$ cat config.mk
export PLATFORM = sky130hd
export DESIGN_NAME = event_encoder_8_3
export DESIGN_NICKNAME = d
export VERILOG_FILES = /design/src/rtl/event_encoder_8_3_pkg.sv /design/src/rtl/event_encoder_8_3_pri_enc.sv /design/src/rtl/event_encoder_8_3.sv
export SDC_FILE = /design/constraint.sdc
export NUM_CORES = 1
export LEC_CHECK = 0
export CORE_AREA = 2 2 51 43
export CTS_CLUSTER_DIAMETER = 80
export DETAILED_ROUTE_END_ITERATION = 12
export DIE_AREA = 0 0 53 45
export HOLD_SLACK_MARGIN = 0.02
export PLACE_DENSITY_LB_ADDON = 0.05
export SLEW_MARGIN = 20
export SYNTH_ARGS = -nofsm -noshare
export SYNTH_HDL_FRONTEND = slang
export SYNTH_HIERARCHICAL = 1
export SYNTH_SLANG_ARGS = --single-unit
$ cat constraint.sdc
create_clock -name clk -period 5.5 [get_ports clk]
set_input_delay 0.825 -clock clk [delete_from_list [all_inputs] [get_ports clk]]
set_output_delay 0.825 -clock clk [all_outputs]
set_load 0.05 [all_outputs]
$ cat src/rtl/event_encoder_8_3_pkg.sv
// Shared widths and FSM encoding for the event encoder path.
package event_encoder_8_3_pkg;
    localparam int IN_DEF  = 8;
    localparam int OUT_DEF = 3;

    typedef enum logic {
        IDLE    = 1'b0,
        PRESENT = 1'b1
    } state_t;
endpackage

$ cat src/rtl/event_encoder_8_3_pri_enc.sv
// Highest-index-wins priority encoder with an any-bit-set flag.
module pri_enc_8_3
    import event_encoder_8_3_pkg::*;
#(
    parameter int IN  = IN_DEF,
    parameter int OUT = OUT_DEF
) (
    input  logic [IN-1:0]  vec,
    output logic [OUT-1:0] idx,
    output logic           any
);
    always_comb begin
        idx = '0;
        any = |vec;
        // Ascending scan so the last (highest) set bit overwrites lower ones.
        for (int i = 0; i < IN; i++) begin
            if (vec[i]) idx = OUT'(i);
        end
    end
endmodule

$ cat src/rtl/event_encoder_8_3.sv
// Latches multi-hot events into a pending register and hands them out as
// indices, highest first, one per valid/ready handshake.
module event_encoder_8_3
    import event_encoder_8_3_pkg::*;
#(
    parameter int IN  = IN_DEF,
    parameter int OUT = OUT_DEF
) (
    input  logic           clk,
    input  logic           rst,
    input  logic           enable,
    input  logic [IN-1:0]  in,
    output logic [OUT-1:0] out,
    output logic           valid,
    input  logic           ready,
    output logic [IN-1:0]  pending,
    output logic           overrun
);
    state_t         state, state_next;
    logic [OUT-1:0] out_next;
    logic [IN-1:0]  arr, sel, clr, rem;
    logic [OUT-1:0] pend_idx, rem_idx;
    logic           pend_any, rem_any, ack;

    assign valid = (state == PRESENT);
    assign ack   = valid && ready;
    assign arr   = enable ? in : '0;
    assign sel   = IN'(1) << out;
    assign clr   = ack ? sel : '0;
    // Same-cycle arrivals are deliberately excluded so out only advances to
    // events that were already pending.
    assign rem   = pending & ~sel;

    pri_enc_8_3 #(.IN(IN), .OUT(OUT)) u_pri_pend (
        .vec (pending),
        .idx (pend_idx),
        .any (pend_any)
    );

    pri_enc_8_3 #(.IN(IN), .OUT(OUT)) u_pri_rem (
        .vec (rem),
        .idx (rem_idx),
        .any (rem_any)
    );

    always_comb begin
        state_next = state;
        out_next   = out;
        case (state)
            IDLE: begin
                if (pend_any) begin
                    out_next   = pend_idx;
                    state_next = PRESENT;
                end
            end
            PRESENT: begin
                if (ready) begin
                    if (rem_any) out_next   = rem_idx;
                    else         state_next = IDLE;
                end
            end
        endcase
    end

    always_ff @(posedge clk) begin
        if (rst) begin
            state   <= IDLE;
            out     <= '0;
            pending <= '0;
            overrun <= 1'b0;
        end else begin
            state   <= state_next;
            out     <= out_next;
            pending <= (pending & ~clr) | arr;
            if (|(arr & pending & ~clr)) overrun <= 1'b1;
        end
    end
endmodule

==> results.py, run 1 <==
metrics = {
    "yosys": {
        "ys_top_cells_by_area": "dfxtp_1 29%, nor2_1 8.8%, nand2_1 5.5%",
        "postSynthNetCount": 127,
        "yosysUniqueCellTypes": 31,
        "part_of_the_yosys_area_used_for_sequential_elements_pct": 29.21,
        "syn-cell-area_um2": 890.9,
        "yosysTopAreaCellShare_pct": 29.21,
        "syn-instance-count": 115,
        "syn_area_per_cell_um2": 7.747,
        "yosysWarnings": 6,
        "seq_cells_post_synth": 13,
        "yosys.area.top_type": "dfxtp_1",
    },
    "drt": {
        "viasPerCell": 5.675,
        "drt.antenna.violating_nets": 0,
        "remaining_drc_errors": 0,
        "drt_pass1_iterations": 4,
        "routed_wirelength_um": 2210,
        "via_count_of_the_routed_design": 908,
        "dr.first_iter.drc_count": 32,
        "routed_wire_length_per_instance_um": 13.81,
    },
    "timing": {
        "timing.slew.headroom_pct": 66.36,
        "tns_ns": 0,
        "period_share_pct": 45.77,
        "finalCriticalPeriod_ns": 2.517,
        "worst-slew-pin-transition_ns": 0.5030,
        "timing.final.hold_violations": 0,
        "timing_max_transition_violations_final": 0,
        "finalSetupViolations": 0,
        "fmaxAchievable_mhz": 397.3,
        "rsz0062_at_grt": "false",
        "clock_skew_ns": 0.002019,
    },
    "final_layout": {
        "layout.nets": 149,
        "drive_gt1_share_pct": 8.824,
        "fillers": 167,
        "finish.utilization_pct": 60.41,
        "post_layout_nonfiller_instances": 160,
        "synthToLayoutAreaGrowth_pct": 24.72,
        "antenna_cells": 0,
    },
    "clock_network": {
        "cts_setup_buffers": 0,
        "clock_sink_count": 13,
        "clk_transition_reported_paths_ns": 0.08,
        "ctsHtreeMaxLevel": 1,
        "numCtsBuffers": 3,
        "max-clock-path-buffers": 2,
        "clock_tree.root_cell": "clkbuf_4",
        "post_cts_gate_resize_count": 0,
        "clock_latency_ns": 0.28,
        "tritoncts": "built",
        "holdBufCountCts": 0,
    },
    "worst_setup_path": {
        "critPathTopFamily": "buffers and inverters",
        "cpMaxStageDelayCell": "clkdlybuf4s50_1",
        "setup.worst_path.start_class": "register",
        "crit_path_cell_trace": "clkdlybuf4s50_1",
        "timing.reg2reg.worst_path_depth": 8,
        "worstPathBufferInverterCount": 1,
        "worstPathRequired_ns": 4.68,
        "critPathCaptureType": "primary output",
        "criticalPathCategory": "reg -> out",
        "critical_path_peak_fanout": 10,
        "cpPeakStageDelay_ns": 0.87,
        "worst_path_depth": 1,
        "timing.critical_path.arrival_ns": 1.69,
    },
    "placed_design": {
        "place.detailed.instances": 156,
        "gp_routability_congestion": 0.8158,
        "io_buffer_count": 24,
        "detailed_place_hpwl_um": 1662,
    },
    "pwr": {
        "power.leakage_nw": 0.4201,
        "worst_vdd_ir_v": 0.0001520,
        "powerDensity_nw_per_um2": 280.9,
    },
    "grt": {
        "grt_start_max_net_pins": 14,
        "grt_util_met1_pct": 30.53,
        "global_route.usage.met3_pct": 7.285,
        "antenna_found_initial": 0,
        "grt_first_pass_wirelength_um": 3657,
        "grt_overflow_total": 0,
        "vias_in_the_first_global_route": 797,
        "use_met2_pct": 30.50,
        "gr-usage-all-layers_pct": 21.58,
        "busiest_layer": "met1",
    },
    "die": {
        "row_count": 14,
        "initial_core_util_pct": 48.44,
        "die_h_um": 45,
        "die_area_um2": 2385,
        "die_x_um": 53,
        "top_level_ports": 25,
        "core_area_um2": 1839,
    },
    "run_status": {
        "status": "completed",
    },
    "worst_hold_path": {
        "min_path_type": "reg -> reg",
        "min_delay_path_depth": 2,
    },
    "run": {
        "max_cap_viol_count": 0,
    },
}
==> tightest hold or removal path: stages (launching register included) <==
cell	delay, ns
dfxtp_1	0.33
o21bai_1	0.13
a31oi_1	0.04
==> layout by cell type, fill, tap and decap left out <==
cell type and count:
clkdlybuf4s50_1 24, nor2_1 21, nand2_1 13, dfxtp_1 13, inv_1 8, a21oi_1 8
a31oi_1 6, a22oi_1 6, a21boi_0 5, a211oi_1 4, mux2i_1 3, clkbuf_4 3
o31ai_1 2, inv_2 2, a21oi_2 2, o31ai_2 2, nand4_1 2, and2b_2 1
nor2b_1 1, and3_1 1, and3b_1 1, nand3_1 1, o21ai_1 1, a31oi_4 1
a311oi_1 1, a2111oi_2 1, o21bai_1 1, o22ai_1 1, clkbuf_1 1
==> registers in the layout (all words and copies together) (netlist names) <==
signal / count
out: 3
overrun: 1
pending: 8
valid: 1
==> Yosys cell counts <==
master / count
a2111oi_2: 1
a211oi_1: 4
a21boi_0: 5
a21oi_1: 8
a21oi_2: 2
a22oi_1: 6
a311oi_1: 1
a31oi_1: 6
a31oi_4: 1
and2b_2: 1
and3_1: 1
and3b_1: 1
buf_6: 2
buf_8: 1
clkbuf_1: 1
clkbuf_4: 1
clkbuf_8: 2
dfxtp_1: 13
inv_1: 8
inv_2: 2
mux2i_1: 3
nand2_1: 13
nand3_1: 1
nand4_1: 2
nor2_1: 21
nor2b_1: 1
o21ai_1: 1
o21bai_1: 1
o22ai_1: 1
o31ai_1: 2
o31ai_2: 2
==> power by group <==
| group | leakage [nW] | internal (W) | switching, W |
|---|---|---|---|
| combinational | 0.297 | 0.0000487 | 0.0000782 |
| sequential | 0.108 | 0.000104 | 0.0000204 |
| clock | 0.0150 | 0.0000282 | 0.0000326 |
==> area by class of cell <==
class	count	area (µm²)	area share, %
clock buffers	4	26.28	2.365
multi-input cells	85	516.7	46.51
well taps	24	30.03	2.703
repair buffers	24	240.2	21.62
inverters	10	37.54	3.378
flip-flops and latches	13	260.3	23.42
==> final timing paths <==
check	start	end	slack, ns
worst max register to register	out[1]$_SDFFE_PP0P_	out[0]$_SDFFE_PP0P_	3.27
worst min register to register	overrun$_SDFFE_PP0P_	overrun$_SDFFE_PP0P_	0.54
worst min-delay path	overrun$_SDFFE_PP0P_	overrun$_SDFFE_PP0P_	0.54
worst max-delay path	out[1]$_SDFFE_PP0P_	out[1]	2.98
==> metrics by stage <==
stage / hold slack, ns / power (W) / setup WS (ns) / instance area, µm²
after floorplan: 0.7438 / 0.0002213 / 3.293 / 890.9
after global routing: 0.5765 / 0.0003325 / 2.913 / 1111
after global placement: 0.5464 / 0.0002509 / 3.113 / 1085
after detailed placement: 0.5355 / 0.0002518 / 3.045 / 1085
final: 0.5399 / 0.0003121 / 2.983 / 1111
after CTS: 0.5418 / 0.0003139 / 2.977 / 1111
==> logic make-up (layout without fill, tap and decap cells) <==
group / after synthesis / after routing / share of synthesized area, %
flip-flops: 13 / 13 / 29.21
buffers and inverters: 17 / 38 / 12.78
AO/OA/AOI/OAI: 41 / 41 / 34.97
multiplexers: 3 / 3 / 3.371
AND/OR/NAND/NOR: 41 / 41 / 19.66
==> per-layer routing <==
layer | wire, µm | up-vias
li1 | - | 456
met1 | 1095 | 419
met2 | 958 | 29
met3 | 126 | 4
met4 | 30 | 0
met5 | 0 | -
No activity file was read; power rests on OpenSTA's default activity.
==> inputs of run 2 (changes only) <==
--- a/config.mk
+++ b/config.mk
@@ -5,10 +5,10 @@
 export SDC_FILE = /design/constraint.sdc
 export NUM_CORES = 1
 export LEC_CHECK = 0
-export CORE_AREA = 2 2 51 43
+export CORE_AREA = 2 2 53 45
 export CTS_CLUSTER_DIAMETER = 80
 export DETAILED_ROUTE_END_ITERATION = 12
-export DIE_AREA = 0 0 53 45
+export DIE_AREA = 0 0 55 47
 export HOLD_SLACK_MARGIN = 0.02
 export PLACE_DENSITY_LB_ADDON = 0.05
 export SLEW_MARGIN = 20
==> constraint.sdc (replaced) <==
create_clock -name clk -period 2.4 [get_ports clk]
set_input_delay 0.36 -clock clk [delete_from_list [all_inputs] [get_ports clk]]
set_output_delay 0.36 -clock clk [all_outputs]
set_load 0.05 [all_outputs]
==> run 2 against run 1 <==
Sequential power is 130% higher. Register-to-register slack worse by 3.0 ns. Global-route usage is 1.8 points lower. Clock-buffer cell count stayed put. Critical path depth is 7 higher. Die area is 8.4% higher. Power is 130% higher. Core utilization is 6.2 points lower. Critical path type is now reg -> reg. Critical endpoint is now out[1]$_SDFFE_PP0P_. Largest cell class unchanged.
==> results.py, run 2 (synthesized netlist as in run 1, its figures left out) <==
metrics = {
    "clock_network": {
        "tritoncts": "built",
        "clock_sink_count": 13,
        "numCtsBuffers": 3,
        "ctsHtreeMaxLevel": 1,
        "clock_latency_ns": 0.28,
        "holdBufCountCts": 0,
        "post_cts_gate_resize_count": 0,
        "clock_tree.root_cell": "clkbuf_4",
        "max-clock-path-buffers": 2,
        "clk_transition_reported_paths_ns": 0.08,
        "cts_setup_buffers": 0,
    },
    "timing": {
        "worst-slew-pin-transition_ns": 0.4974,
        "timing_max_transition_violations_final": 0,
        "timing.slew.headroom_pct": 66.74,
        "finalSetupViolations": 0,
        "period_share_pct": 87.94,
        "rsz0062_at_grt": "false",
        "tns_ns": 0,
        "clock_skew_ns": 0.0007192,
        "fmaxAchievable_mhz": 473.8,
        "finalCriticalPeriod_ns": 2.111,
        "timing.final.hold_violations": 0,
    },
    "placed_design": {
        "io_buffer_count": 24,
        "detailed_place_hpwl_um": 1725,
        "gp_routability_congestion": 0.8007,
        "place.detailed.instances": 158,
        "placed_area_um2": 1094,
    },
    "final_layout": {
        "most-common-layout-cells": "24 x clkdlybuf4s50_1, 21 x nor2_1, 13 x nand2_1, 13 x dfxtp_1",
        "reg.largest.list": "pending (8), out (3)",
        "final-seq-area_um2": 260.3,
        "top_register": "pending",
        "mostFrequentLayoutCell": "clkdlybuf4s50_1",
        "largest_reg_flops": 8,
        "fillers": 212,
        "synthToLayoutAreaGrowth_pct": 25.70,
        "antenna_cells": 0,
        "layout.nets": 150,
        "drive_gt1_share_pct": 9.489,
        "multi_input_area_um2": 516.7,
        "final_design_area_no_fill_um2": 1120,
        "post_layout_nonfiller_instances": 162,
    },
    "pwr": {
        "power.leakage_nw": 0.4252,
        "worst_vdd_ir_v": 0.0005173,
        "powerDensity_nw_per_um2": 643.1,
        "design_power_w": 0.0007201,
    },
    "die": {
        "core_area_um2": 2064,
        "die_area_um2": 2585,
        "row_count": 15,
        "die_h_um": 47,
        "die_x_um": 55,
        "initial_core_util_pct": 43.15,
        "top_level_ports": 25,
    },
    "grt": {
        "grt_start_max_net_pins": 14,
        "vias_in_the_first_global_route": 772,
        "gr-usage-all-layers_pct": 19.79,
        "grt_overflow_total": 0,
        "grt_first_pass_wirelength_um": 3581,
        "antenna_found_initial": 0,
    },
    "run_status": {
        "status": "completed",
    },
    "worst_setup_path": {
        "criticalPathCategory": "reg -> reg",
        "worstPathRequired_ns": 2.59,
        "critPathCaptureType": "register",
        "timing.critical_path.arrival_ns": 2.30,
        "critical_path_peak_fanout": 10,
        "setup.worst_path.start_class": "register",
    },
    "drt": {
        "via_count_of_the_routed_design": 905,
        "drt_pass1_iterations": 4,
        "routed_wire_length_per_instance_um": 13.72,
        "dr.first_iter.drc_count": 45,
        "remaining_drc_errors": 0,
        "drt.antenna.violating_nets": 0,
        "viasPerCell": 5.586,
        "routed_wirelength_um": 2222,
    },
    "worst_hold_path": {
        "min_path_type": "reg -> reg",
    },
    "run": {
        "max_cap_viol_count": 0,
    },
}
-- run 2: changes by cell type in the layout (fill, tap and decap cells not counted), sizes merged --
cell | before | now
buf | 0 | 1
-- run 2: power by group --
group          leakage [nW]  switching (W)  internal (W)
sequential            0.108      0.0000423      0.000238
clock                0.0150      0.0000754     0.0000645
combinational         0.302       0.000185      0.000115
-- run 2: cell type report --
type	instances	share of cell area [%]
clock buffer	4	2.346
tap	25	2.793
multi-input combinational	85	46.15
inverter	10	3.352
sequential	13	23.24
timing repair buffer	25	22.12
-- run 2: routing by layer --
layer  wire length [µm]  global-route usage (%)
met2                978                   27.14
met5                  0                       0
met1               1075                   30.06
met3                169                   7.006
met4                  0                   2.927
-- run 2: through the flow --
step / hold WS (ns) / worst slack [ns] / utilization [%]
floorplan: 0.4328 / 0.1935 / -
global placement: 0.5351 / 0.3492 / 52.97
detailed placement: 0.5278 / 0.3233 / 52.97
CTS: 0.5396 / 0.3038 / 54.24
global route: 0.5725 / 0.07931 / 54.24
finish: 0.5435 / 0.2894 / 54.24
-- run 2: path summary, 6_finish.rpt --
| check | start | endpoint | slack [ns] | cells past startpoint |
|---|---|---|---|---|
| setup / recovery | out[2]$_SDFFE_PP0P_ | out[1]$_SDFFE_PP0P_ | 0.29 | 8 |
| hold / removal | overrun$_SDFFE_PP0P_ | overrun$_SDFFE_PP0P_ | 0.54 | 2 |
| setup reg to reg | out[2]$_SDFFE_PP0P_ | out[1]$_SDFFE_PP0P_ | 0.29 | 8 |
| hold reg to reg | overrun$_SDFFE_PP0P_ | overrun$_SDFFE_PP0P_ | 0.54 | 2 |
-- run 2: worst max-delay path: stages (launching register included) --
cell and delay, ns:
dfxtp_1 0.42, and2b_2 0.29, a21boi_0 0.41, nor2_1 0.11, nand4_1 0.16, nand3_1 0.09, o21ai_1 0.25, nor2_1 0.07
a211oi_1 0.22
==> inputs of run 3 (changes only) <==
--- a/config.mk
+++ b/config.mk
@@ -5,10 +5,10 @@
 export SDC_FILE = /design/constraint.sdc
 export NUM_CORES = 1
 export LEC_CHECK = 0
-export CORE_AREA = 2 2 53 45
+export CORE_AREA = 2 2 64 54
 export CTS_CLUSTER_DIAMETER = 80
 export DETAILED_ROUTE_END_ITERATION = 12
-export DIE_AREA = 0 0 55 47
+export DIE_AREA = 0 0 66 56
 export HOLD_SLACK_MARGIN = 0.02
 export PLACE_DENSITY_LB_ADDON = 0.05
 export SLEW_MARGIN = 20
==> constraint.sdc (replaced) <==
create_clock -name clk -period 2.2 [get_ports clk]
set_input_delay 0.33 -clock clk [delete_from_list [all_inputs] [get_ports clk]]
set_output_delay 0.33 -clock clk [all_outputs]
set_load 0.05 [all_outputs]
==> run 3 against run 2 <==
Design area grew 5.5%. Power grew 21%. Core utilization shrank 15 points. Cell count grew 11%. Critical path depth shrank 7. Die area grew 43%. Setup slack lost 0.072 ns. Wire length grew 9.9%. Clock power grew 58%. First-iteration DRC count shrank 27%.
==> results.py, run 3 (synthesized netlist as in run 1, its figures left out) <==
metrics = {
    "worst_setup_path": {
        "crit-reg2reg-capture": "out[0]$_SDFFE_PP0P_",
        "worstPathBufferInverterCount": 1,
        "critical_path_peak_fanout": 10,
        "regToRegSetupSlack_ns": 0.30,
        "criticalPathCategory": "reg -> out",
        "crit_path_cell_trace": "clkdlybuf4s50_1",
        "worstSetupEndpoint": "valid",
        "cpPeakStageDelay_ns": 0.87,
        "timing.reg2reg.worst_path_depth": 8,
        "critical_path.startpoint": "valid$_SDFF_PP0_",
        "reg2reg_from": "out[2]$_SDFFE_PP0P_",
        "critPathCaptureType": "primary output",
        "critPathTopFamily": "buffers and inverters",
        "setup.worst_path.start_class": "register",
        "worstPathRequired_ns": 1.87,
        "worst_path_depth": 1,
        "timing.critical_path.arrival_ns": 1.65,
        "cpMaxStageDelayCell": "clkdlybuf4s50_1",
    },
    "drt": {
        "remaining_drc_errors": 0,
        "dr.first_iter.drc_count": 33,
        "drt.antenna.violating_nets": 0,
        "routed_wire_length_per_instance_um": 13.56,
        "via_count_of_the_routed_design": 923,
        "drt_pass1_iterations": 4,
        "routed_wirelength_um": 2441,
        "viasPerCell": 5.128,
    },
    "placed_design": {
        "placed_area_um2": 1136,
        "detailed_place_hpwl_um": 1857,
        "place.detailed.instances": 176,
        "io_buffer_count": 24,
        "gp_routability_congestion": 0.8654,
    },
    "grt": {
        "grt_first_pass_wirelength_um": 3974,
        "gr-usage-all-layers_pct": 13.97,
        "grt_start_max_net_pins": 14,
        "vias_in_the_first_global_route": 870,
        "grt_overflow_total": 0,
        "antenna_found_initial": 0,
    },
    "timing": {
        "timing.slew.headroom_pct": 64.98,
        "rsz0062_at_grt": "false",
        "finalCriticalPeriod_ns": 1.982,
        "finalSetupViolations": 0,
        "worst-slew-pin-transition_ns": 0.5237,
        "fmaxAchievable_mhz": 504.4,
        "period_share_pct": 90.11,
        "timing.final.hold_violations": 0,
        "tns_ns": 0,
        "clock_skew_ns": 0.001587,
        "timing_max_transition_violations_final": 0,
    },
    "clock_network": {
        "ctsHtreeMaxLevel": 1,
        "holdBufCountCts": 0,
        "clock_tree.root_cell": "clkbuf_8",
        "numCtsBuffers": 3,
        "tritoncts": "built",
        "clock_sink_count": 13,
        "max-clock-path-buffers": 2,
        "clock_latency_ns": 0.25,
        "clk_transition_reported_paths_ns": 0.06,
    },
    "die": {
        "row_count": 18,
        "core_area_um2": 3018,
        "top_level_ports": 25,
        "die_h_um": 56,
        "die_x_um": 66,
        "initial_core_util_pct": 29.52,
        "die_area_um2": 3696,
    },
    "final_layout": {
        "post_layout_nonfiller_instances": 180,
        "most-common-layout-cells": "24 x clkdlybuf4s50_1, 21 x nor2_1, 13 x nand2_1",
        "final_design_area_no_fill_um2": 1181,
        "layout.nets": 153,
        "reg.largest.list": "pending (8), out (3)",
        "antenna_cells": 0,
        "top_register": "pending",
        "largest_reg_flops": 8,
        "drive_gt1_share_pct": 12.14,
        "synthToLayoutAreaGrowth_pct": 32.58,
        "mostFrequentLayoutCell": "clkdlybuf4s50_1",
        "finish.utilization_pct": 39.14,
    },
    "pwr": {
        "power.leakage_nw": 0.4497,
        "worst_vdd_ir_v": 0.0002700,
        "powerDensity_nw_per_um2": 735.2,
    },
    "worst_hold_path": {
        "min_path_type": "reg -> reg",
        "holdCritStartpoint": "overrun$_SDFFE_PP0P_",
    },
    "run_status": {
        "status": "completed",
    },
    "run": {
        "max_cap_viol_count": 0,
    },
}
[run 3: cell types whose count changed in the layout (fill, tap and decap cells not counted), sizes merged]
cell / before / now
buf: 1 / 4
[run 3: area by class of cell]
cell class,instances,area (µm²)
clock buffers,4,45.04
fillers,335,1837
inverters,10,37.54
multi-input cells,85,516.7
flip-flops and latches,13,261.5
well taps,40,50.05
repair buffers,28,270.3
[run 3: worst min path at each step]
stage | to | cells after the start | slack (ns)
3_5_place_dp | overrun$_SDFFE_PP0P_ | 2 | 0.53
4_1_cts | overrun$_SDFFE_PP0P_ | 2 | 0.54
2_1_floorplan | out[1]$_SDFFE_PP0P_ | 1 | 0.40
6_report | overrun$_SDFFE_PP0P_ | 2 | 0.53
5_1_grt | overrun$_SDFFE_PP0P_ | 2 | 0.58
3_3_place_gp | overrun$_SDFFE_PP0P_ | 2 | 0.52
[run 3: repair_timing]
| item | CTS | global route |
|---|---|---|
| resized for setup | 0 | 1 |
| setup buffers | 0 | 0 |
| endpoints found under the setup margin | 0 | 2 |
| hold endpoints to repair | 0 | 0 |
[run 3: through the flow]
step                hold slack (ns)  worst slack [ns]  total power [W]
detailed placement           0.5305            0.2036        0.0006521
CTS                          0.5353            0.1803        0.0008847
global route                 0.5754           0.02849        0.0009256
global placement             0.5215            0.2284        0.0006529
finish                       0.5302            0.2175        0.0008684
floorplan                    0.3953            0.1443        0.0005540
[run 3: power breakdown]
| group | switching, W | total, W | internal (W) |
|---|---|---|---|
| Combinational | 0.000213 | 0.000348 | 0.000135 |
| Sequential | 0.0000384 | 0.000300 | 0.000261 |
| Clock | 0.0000927 | 0.000221 | 0.000128 |
| Total | 0.000344 | 0.000868 | 0.000525 |
[run 3: metal layers]
layer	up-vias	GRT usage (%)	wire length (µm)
met2	28	20.20	1040
met1	428	19.41	1214
met3	10	4.251	126
li1	457	-	-
met5	-	0	0
met4	0	4.956	59
